==> src/rtl/pcie_tlp_pkg.sv <==
// Shared TLP-path types and helpers.
// Holds the arbiter state encoding and the round-robin winner search.
package pcie_tlp_pkg;

  localparam int unsigned RR_MAX_PORTS = 8;

  typedef enum logic [0:0] {
    ST_IDLE   = 1'b0,
    ST_ACTIVE = 1'b1
  } arb_state_t;

  // Unused request bits must be zero. A search modulo 8 then lands on the
  // same winner as a search modulo the real port count.
  function automatic logic [2:0] rr_next(input logic [7:0] req, input logic [2:0] ptr);
    logic [2:0] idx;
    logic [2:0] win;
    logic       found;
    win   = 3'd0;
    found = 1'b0;
    for (int i = 0; i < 8; i++) begin
      idx = ptr + 3'(i);
      if (!found && req[idx]) begin
        win   = idx;
        found = 1'b1;
      end else begin
        win   = win;
      end
    end
    return win;
  endfunction

endpackage

==> src/rtl/pcie_cpl_arbiter_if.sv <==
// Completion-source side and merged completion side of the arbiter.
// "slave" is the arbiter view; "master" is the view of the surrounding sources and sink.
interface pcie_cpl_arbiter_if #(
  parameter int DATA_WIDTH = 32,
  parameter int KEEP_WIDTH = DATA_WIDTH / 8,
  parameter int USER_WIDTH = 1,
  parameter int NUM_PORTS  = 2
);
  logic [NUM_PORTS*DATA_WIDTH-1:0] s_axis_tdata;
  logic [NUM_PORTS*KEEP_WIDTH-1:0] s_axis_tkeep;
  logic [NUM_PORTS-1:0]            s_axis_tvalid;
  logic [NUM_PORTS-1:0]            s_axis_tlast;
  logic [NUM_PORTS*USER_WIDTH-1:0] s_axis_tuser;
  logic [NUM_PORTS-1:0]            s_axis_tready;
  logic [DATA_WIDTH-1:0]           cpl_axis_tdata;
  logic [KEEP_WIDTH-1:0]           cpl_axis_tkeep;
  logic                            cpl_axis_tvalid;
  logic                            cpl_axis_tlast;
  logic [USER_WIDTH-1:0]           cpl_axis_tuser;
  logic                            cpl_axis_tready;

  modport master (
    output s_axis_tdata, s_axis_tkeep, s_axis_tvalid, s_axis_tlast, s_axis_tuser,
    output cpl_axis_tready,
    input  s_axis_tready,
    input  cpl_axis_tdata, cpl_axis_tkeep, cpl_axis_tvalid, cpl_axis_tlast, cpl_axis_tuser
  );

  modport slave (
    input  s_axis_tdata, s_axis_tkeep, s_axis_tvalid, s_axis_tlast, s_axis_tuser,
    input  cpl_axis_tready,
    output s_axis_tready,
    output cpl_axis_tdata, cpl_axis_tkeep, cpl_axis_tvalid, cpl_axis_tlast, cpl_axis_tuser
  );
endinterface

==> src/rtl/pcie_rr_arbiter.sv <==
// Combinational round-robin pick: the first requester at or after ptr_i, with wrap.
// This block can be reused by the TLP request arbiter.
module pcie_rr_arbiter
  import pcie_tlp_pkg::*;
#(
  parameter int NUM_PORTS = 2,
  parameter int SEL_WIDTH = $clog2(NUM_PORTS)
) (
  input  logic [NUM_PORTS-1:0] req_i,
  input  logic [SEL_WIDTH-1:0] ptr_i,
  output logic [SEL_WIDTH-1:0] grant_o,
  output logic                 valid_o
);

  assign grant_o = SEL_WIDTH'(rr_next(8'(req_i), 3'(ptr_i)));
  assign valid_o = |req_i;

endmodule

==> src/rtl/pcie_cpl_arbiter.sv <==
// Packet-atomic round-robin merge of completion AXIS sources onto one stream.
// The grant is held from the first beat until the tlast beat is accepted.
module pcie_cpl_arbiter
  import pcie_tlp_pkg::*;
#(
  parameter int DATA_WIDTH = 32,
  parameter int KEEP_WIDTH = DATA_WIDTH / 8,
  parameter int USER_WIDTH = 1,
  parameter int NUM_PORTS  = 2,
  parameter int SEL_WIDTH  = $clog2(NUM_PORTS)
) (
  input  logic                 clk_i,
  input  logic                 rst_i,
  pcie_cpl_arbiter_if.slave    bus,
  output logic [SEL_WIDTH-1:0] grant_idx_o,
  output logic                 busy_o
);

  arb_state_t           state_q, state_d;
  logic [SEL_WIDTH-1:0] grant_q, grant_d;
  logic [SEL_WIDTH-1:0] rr_ptr_q, rr_ptr_d;
  logic [SEL_WIDTH-1:0] win_idx;
  logic                 req_any;
  logic                 active;
  logic                 xfer_last;

  pcie_rr_arbiter #(
    .NUM_PORTS(NUM_PORTS),
    .SEL_WIDTH(SEL_WIDTH)
  ) u_rr (
    .req_i  (bus.s_axis_tvalid),
    .ptr_i  (rr_ptr_q),
    .grant_o(win_idx),
    .valid_o(req_any)
  );

  assign active    = (state_q == ST_ACTIVE);
  assign xfer_last = bus.cpl_axis_tvalid & bus.cpl_axis_tready & bus.cpl_axis_tlast;

  always_ff @(posedge clk_i or posedge rst_i) begin
    if (rst_i) begin
      state_q  <= ST_IDLE;
      grant_q  <= '0;
      rr_ptr_q <= '0;
    end else begin
      state_q  <= state_d;
      grant_q  <= grant_d;
      rr_ptr_q <= rr_ptr_d;
    end
  end

  always_comb begin
    state_d  = state_q;
    grant_d  = grant_q;
    rr_ptr_d = rr_ptr_q;
    case (state_q)
      ST_IDLE: begin
        if (req_any) begin
          grant_d = win_idx;
          state_d = ST_ACTIVE;
        end else begin
          state_d = ST_IDLE;
        end
      end
      ST_ACTIVE: begin
        // A stalled or missing beat mid-packet keeps the grant indefinitely.
        if (xfer_last) begin
          rr_ptr_d = (grant_q == SEL_WIDTH'(NUM_PORTS - 1)) ? '0 : grant_q + 1'b1;
          state_d  = ST_IDLE;
        end else begin
          state_d  = ST_ACTIVE;
        end
      end
      default: begin
        state_d = ST_IDLE;
      end
    endcase
  end

  always_comb begin
    bus.cpl_axis_tdata  = bus.s_axis_tdata[int'(grant_q)*DATA_WIDTH +: DATA_WIDTH];
    bus.cpl_axis_tkeep  = bus.s_axis_tkeep[int'(grant_q)*KEEP_WIDTH +: KEEP_WIDTH];
    bus.cpl_axis_tuser  = bus.s_axis_tuser[int'(grant_q)*USER_WIDTH +: USER_WIDTH];
    bus.cpl_axis_tlast  = bus.s_axis_tlast[grant_q];
    bus.cpl_axis_tvalid = active & bus.s_axis_tvalid[grant_q];
    bus.s_axis_tready   = '0;
    if (active) begin
      bus.s_axis_tready[grant_q] = bus.cpl_axis_tready;
    end else begin
      bus.s_axis_tready = '0;
    end
  end

  assign busy_o      = active;
  assign grant_idx_o = grant_q;

endmodule

==> src/flat_wrapper.sv <==
// flat-port wrapper written by rule: the top's interface ports become plain ports
module pcie_cpl_arbiter_flat import pcie_tlp_pkg::*;
#(
  parameter int DATA_WIDTH = 32,
  parameter int KEEP_WIDTH = DATA_WIDTH / 8,
  parameter int USER_WIDTH = 1,
  parameter int NUM_PORTS  = 2,
  parameter int SEL_WIDTH  = $clog2(NUM_PORTS)
)
  (clk_i, rst_i, grant_idx_o, busy_o, bus_s_axis_tdata, bus_s_axis_tkeep, bus_s_axis_tvalid, bus_s_axis_tlast, bus_s_axis_tuser, bus_cpl_axis_tready, bus_s_axis_tready, bus_cpl_axis_tdata, bus_cpl_axis_tkeep, bus_cpl_axis_tvalid, bus_cpl_axis_tlast, bus_cpl_axis_tuser);
  pcie_cpl_arbiter_if #(.DATA_WIDTH(DATA_WIDTH), .KEEP_WIDTH(KEEP_WIDTH), .USER_WIDTH(USER_WIDTH), .NUM_PORTS(NUM_PORTS)) bus_i ();
  input  logic clk_i;
  input  logic rst_i;
  output logic [SEL_WIDTH-1:0] grant_idx_o;
  output logic busy_o;
  input wire logic [$bits(bus_i.s_axis_tdata)-1:0] bus_s_axis_tdata;
  input wire logic [$bits(bus_i.s_axis_tkeep)-1:0] bus_s_axis_tkeep;
  input wire logic [$bits(bus_i.s_axis_tvalid)-1:0] bus_s_axis_tvalid;
  input wire logic [$bits(bus_i.s_axis_tlast)-1:0] bus_s_axis_tlast;
  input wire logic [$bits(bus_i.s_axis_tuser)-1:0] bus_s_axis_tuser;
  input wire logic [$bits(bus_i.cpl_axis_tready)-1:0] bus_cpl_axis_tready;
  output wire logic [$bits(bus_i.s_axis_tready)-1:0] bus_s_axis_tready;
  output wire logic [$bits(bus_i.cpl_axis_tdata)-1:0] bus_cpl_axis_tdata;
  output wire logic [$bits(bus_i.cpl_axis_tkeep)-1:0] bus_cpl_axis_tkeep;
  output wire logic [$bits(bus_i.cpl_axis_tvalid)-1:0] bus_cpl_axis_tvalid;
  output wire logic [$bits(bus_i.cpl_axis_tlast)-1:0] bus_cpl_axis_tlast;
  output wire logic [$bits(bus_i.cpl_axis_tuser)-1:0] bus_cpl_axis_tuser;
  assign bus_i.s_axis_tdata = bus_s_axis_tdata;
  assign bus_i.s_axis_tkeep = bus_s_axis_tkeep;
  assign bus_i.s_axis_tvalid = bus_s_axis_tvalid;
  assign bus_i.s_axis_tlast = bus_s_axis_tlast;
  assign bus_i.s_axis_tuser = bus_s_axis_tuser;
  assign bus_i.cpl_axis_tready = bus_cpl_axis_tready;
  assign bus_s_axis_tready = bus_i.s_axis_tready;
  assign bus_cpl_axis_tdata = bus_i.cpl_axis_tdata;
  assign bus_cpl_axis_tkeep = bus_i.cpl_axis_tkeep;
  assign bus_cpl_axis_tvalid = bus_i.cpl_axis_tvalid;
  assign bus_cpl_axis_tlast = bus_i.cpl_axis_tlast;
  assign bus_cpl_axis_tuser = bus_i.cpl_axis_tuser;
  pcie_cpl_arbiter #(.DATA_WIDTH(DATA_WIDTH), .KEEP_WIDTH(KEEP_WIDTH), .USER_WIDTH(USER_WIDTH), .NUM_PORTS(NUM_PORTS), .SEL_WIDTH(SEL_WIDTH)) u_core (.clk_i(clk_i), .rst_i(rst_i), .bus(bus_i), .grant_idx_o(grant_idx_o), .busy_o(busy_o));
endmodule
==> config.mk <==
export PLATFORM = sky130hd
export DESIGN_NAME = pcie_cpl_arbiter_flat
export DESIGN_NICKNAME = d
export VERILOG_FILES = /design/src/rtl/pcie_tlp_pkg.sv /design/src/rtl/pcie_cpl_arbiter_if.sv /design/src/rtl/pcie_rr_arbiter.sv /design/src/rtl/pcie_cpl_arbiter.sv /design/src/flat_wrapper.sv
export SDC_FILE = /design/constraint.sdc
export NUM_CORES = 1
export LEC_CHECK = 0
export CAP_MARGIN = 20
export CORE_ASPECT_RATIO = 0.9
export CORE_MARGIN = 2
export CORE_UTILIZATION = 21
export CTS_CLUSTER_DIAMETER = 100
export CTS_CLUSTER_SIZE = 24
export DETAILED_ROUTE_END_ITERATION = 10
export PLACE_DENSITY = 0.84
export SETUP_SLACK_MARGIN = 0.3
export SYNTH_ARGS = -nofsm -noshare
export SYNTH_HDL_FRONTEND = slang
export SYNTH_HIERARCHICAL = 1
export SYNTH_SLANG_ARGS = --single-unit
==> constraint.sdc <==
create_clock -name clk_i -period 2.68 [get_ports clk_i]
set_clock_uncertainty 0.1 [all_clocks]
set_input_delay 0.268 -clock clk_i [delete_from_list [all_inputs] [get_ports clk_i]]
set_output_delay 0.268 -clock clk_i [all_outputs]
set_load 0.005 [all_outputs]
==> metrics.yaml, run 1 <==
outcome:
  status: "finished, final reports clean"
drt:
  vias: 981
  routedWlPerCell_um: 16.0
  firstDrtPassIters: 4
  wl_mm: 3.65
  via_per_inst: 4.30
  drt_iter0_drc: 27
  drc: 0
  antenna_left: 0
timing:
  period_needed_ns: 2.20
  report.final.hold_viol_count: 0
  rsz0062_at_grt: "false"
  report.final.slew_viol_count: 0
  slew_headroom_pct: 81.9
  tightest_slew_ns: 0.271
  fin_setup_tns_ns: 0
  setup_violations: 0
  min_period_over_period_pct: 82.0
  fmax_ghz: 0.455
  holdWs_ns: 0.0994
floorplanning:
  die_y_um: 57.2
  die_width_um: 63.1
  rows: 19
  initial_utilization_pct: 21.8
  ios: 124
  die_area_sq_um: 3600
  core_area_sq_um: 3020
place:
  gp_congestion: 0.695
  place_hpwl_mm: 3.21
  io_buffers: 123
synthesis:
  synth_top_flop_cell: "dfrtp_1"
  synth_top_area_cell: "mux2_2"
  ys_ff_latch: 3
  synth_edf_count: 0
  synthTopCellsByArea: "mux2_2, dfrtp_1, nand4b_4, buf_4, mux2i_1"
  syn_nets: 142
  ys_types: 16
  syn_inst: 61
  synth_top_area_share_pct: 64.9
  ys_warn_count: 6
  synthArstFlopShare_pct: 100
  synth.most_common_cell: "mux2_2"
  yosysSeqAreaShare_pct: 11.4
  synthTopCellsByCount: "mux2_2, buf_4, dfrtp_1, inv_1"
  synth_area_sq_um: 659
  avgSynthCellArea_sq_um: 10.8
grt:
  grt_pass1_vias: 1117
  track_usage_pct: 20.1
  antenna_found_initial: 0
  grt_max_degree: 14
  grt_pass1_wl_mm: 5.55
  overflow: 0
setup_path:
  setup.worst_path.class: "reg2out"
  end_kind: "output port"
  cp_cell_sequence: "buf_4, mux2_2, clkdlybuf4s50_1"
  cpMaxStageDelayCell: "dfrtp_2"
  cp_max_fo: 13
  cp.required_ns: 2.31
  rr_worst_depth: 4
  cp.arrival_ns: 1.83
  start_kind: "register"
  reg2reg_from: "u_core/grant_idx_o$_DFFE_PP0P_"
  rr_endpoint: "u_core/rr_ptr_q$_DFFE_PP0P_"
  crit_path_max_incr_delay_ns: 0.51
  reg2reg_slack_ns: 1.09
cts:
  ctsHoldBuffers: 0
  h-tree-depth: 1
  cts_setup_buffers: 0
  cts_tree: "done"
  cts_sinks: 3
  clk_latency_ns: 0.24
  clkTransAtPathRegs_ns: 0.04
  cts_made_buffers: 3
  clockBufferDepth: 2
  cts-root-buf: "clkbuf_4"
power:
  peakVddDrop_uv: 379
  p_per_area_nw_per_um2: 604
  power.leakage_nw: 0.761
  power_mw: 1.18
layout:
  n_antenna_cell: 0
  multi_input_area_sq_um: 534
  nNetsFinal: 268
  area_growth_pct: 196
  fillers: 267
  drive_gt1_share_pct: 25.3
  seq_area_sq_um: 76.3
run:
  cap_viol_max_count: 0
worst_hold_path:
  hp-class: "in2async"
[per-stage QoR]
| step | setup WS [ns] | area (sq um) | cells | util (%) |
|---|---|---|---|---|
| finish | 0.481 | 1950 | 228 | 64.7 |
| global route | 0.403 | 1950 | 228 | 64.7 |
| CTS | 0.324 | 1950 | 228 | 64.7 |
| detailed placement | 0.572 | 1930 | 224 | 63.8 |
| global placement | 0.653 | 1930 | 224 | 63.8 |
| floorplan | 1.29 | 659 | 61 | - |
[layout make-up]
cell class	count	share of cell area [%]
Inverter	3	0.576
Multi-Input combinational cell	50	27.3
Clock buffer	4	1.34
Tap cell	42	2.69
Sequential cell	3	3.91
Timing Repair Buffer	126	64.1
[where the power goes]
group	internal (mW)	leakage, nW	switching, mW
Sequential	0.0651	0.0315	0.0425
Clock	0.0559	0.0150	0.0254
Combinational	0.700	0.715	0.293
Total	0.821	0.761	0.361
[cell usage in the layout (no fill, tap or decap)]
cell             synthesis  layout
clkdlybuf4s50_1          0     123
mux2_2                  38      38
clkbuf_4                 0       3
inv_1                    3       3
buf_4                    3       3
mux2i_1                  2       2
nor2b_1                  2       2
dfrtp_1                  3       2
clkbuf_1                 0       1
mux2_4                   1       1
nand4b_4                 1       1
nand2_1                  1       1
nor2_1                   1       1
o21a_1                   1       1
and3_1                   1       1
dfrtp_2                  0       1
a21boi_1                 1       1
or2_1                    1       1
[worst max path at each step]
stage	slack, ns	to	cells after the start	start
after detailed placement	0.57	bus_cpl_axis_tdata[20]	3	u_core/grant_idx_o$_DFFE_PP0P_
after CTS	0.32	bus_cpl_axis_tdata[20]	3	u_core/grant_idx_o$_DFFE_PP0P_
after global routing	0.40	bus_cpl_axis_tdata[20]	3	u_core/grant_idx_o$_DFFE_PP0P_
after global placement	0.65	bus_cpl_axis_tlast	3	u_core/grant_idx_o$_DFFE_PP0P_
final	0.48	bus_cpl_axis_tdata[20]	3	u_core/grant_idx_o$_DFFE_PP0P_
after floorplan	1.29	bus_cpl_axis_tdata[1]	3	u_core/grant_idx_o$_DFFE_PP0P_
[cells by family (layout without fill, tap and decap cells)]
| family | Yosys count | in the layout | share of synthesized area, % |
|---|---|---|---|
| DFF | 3 | 3 | 11.4 |
| muxes | 41 | 41 | 70.2 |
| AOI/OAI and AO/OA | 2 | 2 | 2.28 |
| and+or+nand+nor | 7 | 7 | 8.54 |
| buffers and inverters | 8 | 133 | 7.59 |
[timing repair]
action	4_1_cts	5_1_grt
endpoints found under the setup margin	0	29
gates resized for setup	0	1
hold endpoints to repair	0	0
[sequential cells by signal (all words and copies together) (netlist names)]
name and flops:
u_core/rr_ptr_q 1, u_core/busy_o 1, u_core/grant_idx_o 1
[worst max-delay path: cells and delay by family (launching register included)]
kind                   cells  cell delay [ns]
buffers and inverters      2             0.72
flip-flops                 1             0.51
multiplexers               1             0.36
[per-layer routing]
metal / GRT usage (%) / vias up / wire, um
met5: 0 / - / 0
li1: - / 472 / -
met3: 4.73 / 4 / 310
met1: 23.5 / 441 / 1460
met4: 5.71 / 0 / 37
met2: 36.6 / 64 / 1850
(Power assumes the default switching activity.)
==> run 2, diff against run 1 <==
--- a/config.mk
+++ b/config.mk
@@ -8,11 +8,11 @@
 export CAP_MARGIN = 20
 export CORE_ASPECT_RATIO = 0.9
 export CORE_MARGIN = 2
-export CORE_UTILIZATION = 21
+export CORE_UTILIZATION = 18
 export CTS_CLUSTER_DIAMETER = 100
 export CTS_CLUSTER_SIZE = 24
 export DETAILED_ROUTE_END_ITERATION = 10
-export PLACE_DENSITY = 0.84
+export PLACE_DENSITY = 0.76
 export SETUP_SLACK_MARGIN = 0.3
 export SYNTH_ARGS = -nofsm -noshare
 export SYNTH_HDL_FRONTEND = slang
==> constraint.sdc (replaced) <==
create_clock -name clk_i -period 1.95 [get_ports clk_i]
set_clock_uncertainty 0.1 [all_clocks]
set_input_delay 0.195 -clock clk_i [delete_from_list [all_inputs] [get_ports clk_i]]
set_output_delay 0.195 -clock clk_i [all_outputs]
set_load 0.005 [all_outputs]
==> run 2 against run 1 <==
  * Worst setup slack lost 0.27 ns
  * Global-route usage shrank 1.5 points
  * Flip-flop and latch count is the same
  * Largest power group unchanged
  * Utilization shrank 4.0 points
  * Non-clock buffer count grew 14
  * Clock-buffer cell count is the same
  * Critical endpoint is now bus_cpl_axis_tdata[16]
  * Sequential power grew 15%
  * Combinational power grew 79%
  * Power grew 77%
  * Routed wire length grew 6.7%
==> metrics.yaml, run 2 (synthesized netlist as in run 1, its figures left out) <==
layout:
  final_common_cell: "clkdlybuf4s50_1"
  final_cell_mix: "clkdlybuf4s50_1, mux2_2, buf_2"
  drive_gt1_share_pct: 50.5  # +25 points
  n_antenna_cell: 0  # unchanged
  instances_no_fill: 244  # +7.0%
  area_growth_pct: 218
  fillers: 290  # +8.6%
  nNetsFinal: 282  # +5.2%
place:
  dp_cells: 226  # +0.89%
  gp_congestion: 0.705  # +1.4%
  place_hpwl_mm: 3.13  # -2.6%
  io_buffers: 123  # unchanged
setup_path:
  end_kind: "output port"
  setup.worst_path.class: "reg2out"
  crit_path_max_incr_delay_ns: 0.43  # -0.08 ns
  cp.arrival_ns: 1.44  # -0.39 ns
  cpMostUsedCell: "buf_6"
  cp.required_ns: 1.65  # -0.66 ns
  rr_endpoint: "u_core/rr_ptr_q$_DFFE_PP0P_"
  cp_num_buf_inv: 4  # +2
  rr_worst_depth: 6  # +2
  start_kind: "register"
  cp_max_fo: 4  # -9
  critPathTopFamily: "buffers and inverters"
  reg2reg_from: "u_core/grant_idx_o$_DFFE_PP0P_"
  cpMaxStageDelayCell: "dfrtp_2"
  cp_cell_sequence: "buf_12, buf_8, buf_6, mux2_4, buf_6"
  reg2reg_slack_ns: 0.39  # -0.70 ns
drt:
  vias: 1055  # +7.5%
  drt_iter0_drc: 24  # -11%
  routedWlPerCell_um: 16.0  # -0.26%
  via_per_inst: 4.32  # +0.49%
  wl_mm: 3.90  # +6.7%
  antenna_left: 0  # unchanged
  firstDrtPassIters: 4  # unchanged
  drc: 0  # unchanged
floorplanning:
  die_width_um: 67.8  # +7.5%
  rows: 20  # +1
  core_area_sq_um: 3450  # +14%
  ios: 124  # unchanged
  initial_utilization_pct: 19.1  # -2.7 points
  die_y_um: 61.4  # +7.5%
  die_area_sq_um: 4160  # +16%
timing:
  holdWs_ns: 0.0639  # -0.0355 ns
  period_needed_ns: 1.74
  fin_setup_tns_ns: 0  # unchanged
  report.final.hold_viol_count: 0  # unchanged
  rsz0062_at_grt: "true"
  setup_violations: 0  # unchanged
  fmax_ghz: 0.576
  report.final.slew_viol_count: 0  # unchanged
  slew_headroom_pct: 81.6  # -0.34 points
  min_period_over_period_pct: 89.0
  tightest_slew_ns: 0.277  # +0.00511 ns
cts:
  clockBufferDepth: 2  # unchanged
  cts-root-buf: "clkbuf_8"
  cts_tree: "done"
  h-tree-depth: 1  # unchanged
  clkTransAtPathRegs_ns: 0.03  # about the same
  clk_latency_ns: 0.22  # -0.02 ns
  cts_sinks: 3  # unchanged
  cts_made_buffers: 3  # unchanged
power:
  peakVddDrop_uv: 498  # +32%
  p_per_area_nw_per_um2: 999  # +65%
  power.leakage_nw: 0.920  # +21%
  power_mw: 2.09  # +77%
worst_hold_path:
  hp-class: "in2async"
grt:
  grt_pass1_vias: 1128  # +0.98%
  grt_pass1_wl_mm: 5.45  # -1.9%
  track_usage_pct: 18.6  # -1.5 points
  grt_max_degree: 13  # -1
  antenna_found_initial: 0  # unchanged
  overflow: 0  # unchanged
run:
  cap_viol_max_count: 0  # unchanged
outcome:
  status: "finished, final reports clean"
[run 2: cell type report]
type | instances | area [sq um] | share of cell area [%]
timing repair buffer | 140 | 1360 | 64.7
sequential | 3 | 76.3 | 3.64
multi-input combinational | 50 | 553 | 26.4
clock buffer | 4 | 45.0 | 2.15
inverter | 3 | 11.3 | 0.537
tap | 44 | 55.1 | 2.63
[run 2: what timing repair did]
action	4_1_cts	5_1_grt
gates resized for setup	144	31
hold buffers	0	0
buffers inserted	7	3
endpoints found under the setup margin	42	28
cloned	3	1
[run 2: per-layer routing]
metal / vias up / routed length (um) / GRT usage, %
met5: - / 0 / 0
met3: 4 / 340 / 3.47
met4: 0 / 34 / 6.00
met1: 487 / 1380 / 20.1
met2: 60 / 2150 / 36.6
li1: 504 / - / -
[run 2: worst max-delay path by stage]
stage                              startpoint                     end  slack [ns]  cells after the start
2_1_floorplan  u_core/grant_idx_o$_DFFE_PP0P_   bus_cpl_axis_tdata[1]        0.64                      3
4_1_cts        u_core/grant_idx_o$_DFFE_PP0P_   bus_cpl_axis_tdata[3]        0.19                      4
5_1_grt        u_core/grant_idx_o$_DFFE_PP0P_  bus_cpl_axis_tdata[19]        0.18                      5
6_report       u_core/grant_idx_o$_DFFE_PP0P_  bus_cpl_axis_tdata[16]        0.21                      5
3_3_place_gp             bus_s_axis_tvalid[0]     bus_cpl_axis_tvalid        0.22                      4
3_5_place_dp   u_core/grant_idx_o$_DFFE_PP0P_  bus_cpl_axis_tdata[10]        0.20                      3
[run 2: metrics by stage]
stage                     util [%]  setup slack, ns  cell area (sq um)
after detailed placement      56.2            0.201               1940
after global routing          60.7            0.184               2100
final                         60.7            0.214               2100
after floorplan                  -            0.637                659
after CTS                     58.7            0.194               2030
after global placement        56.2            0.225               1940
[run 2: power breakdown]
group | switching (mW) | internal (mW)
registers | 0.0343 | 0.0900
logic | 0.560 | 1.23
clock network | 0.0457 | 0.140
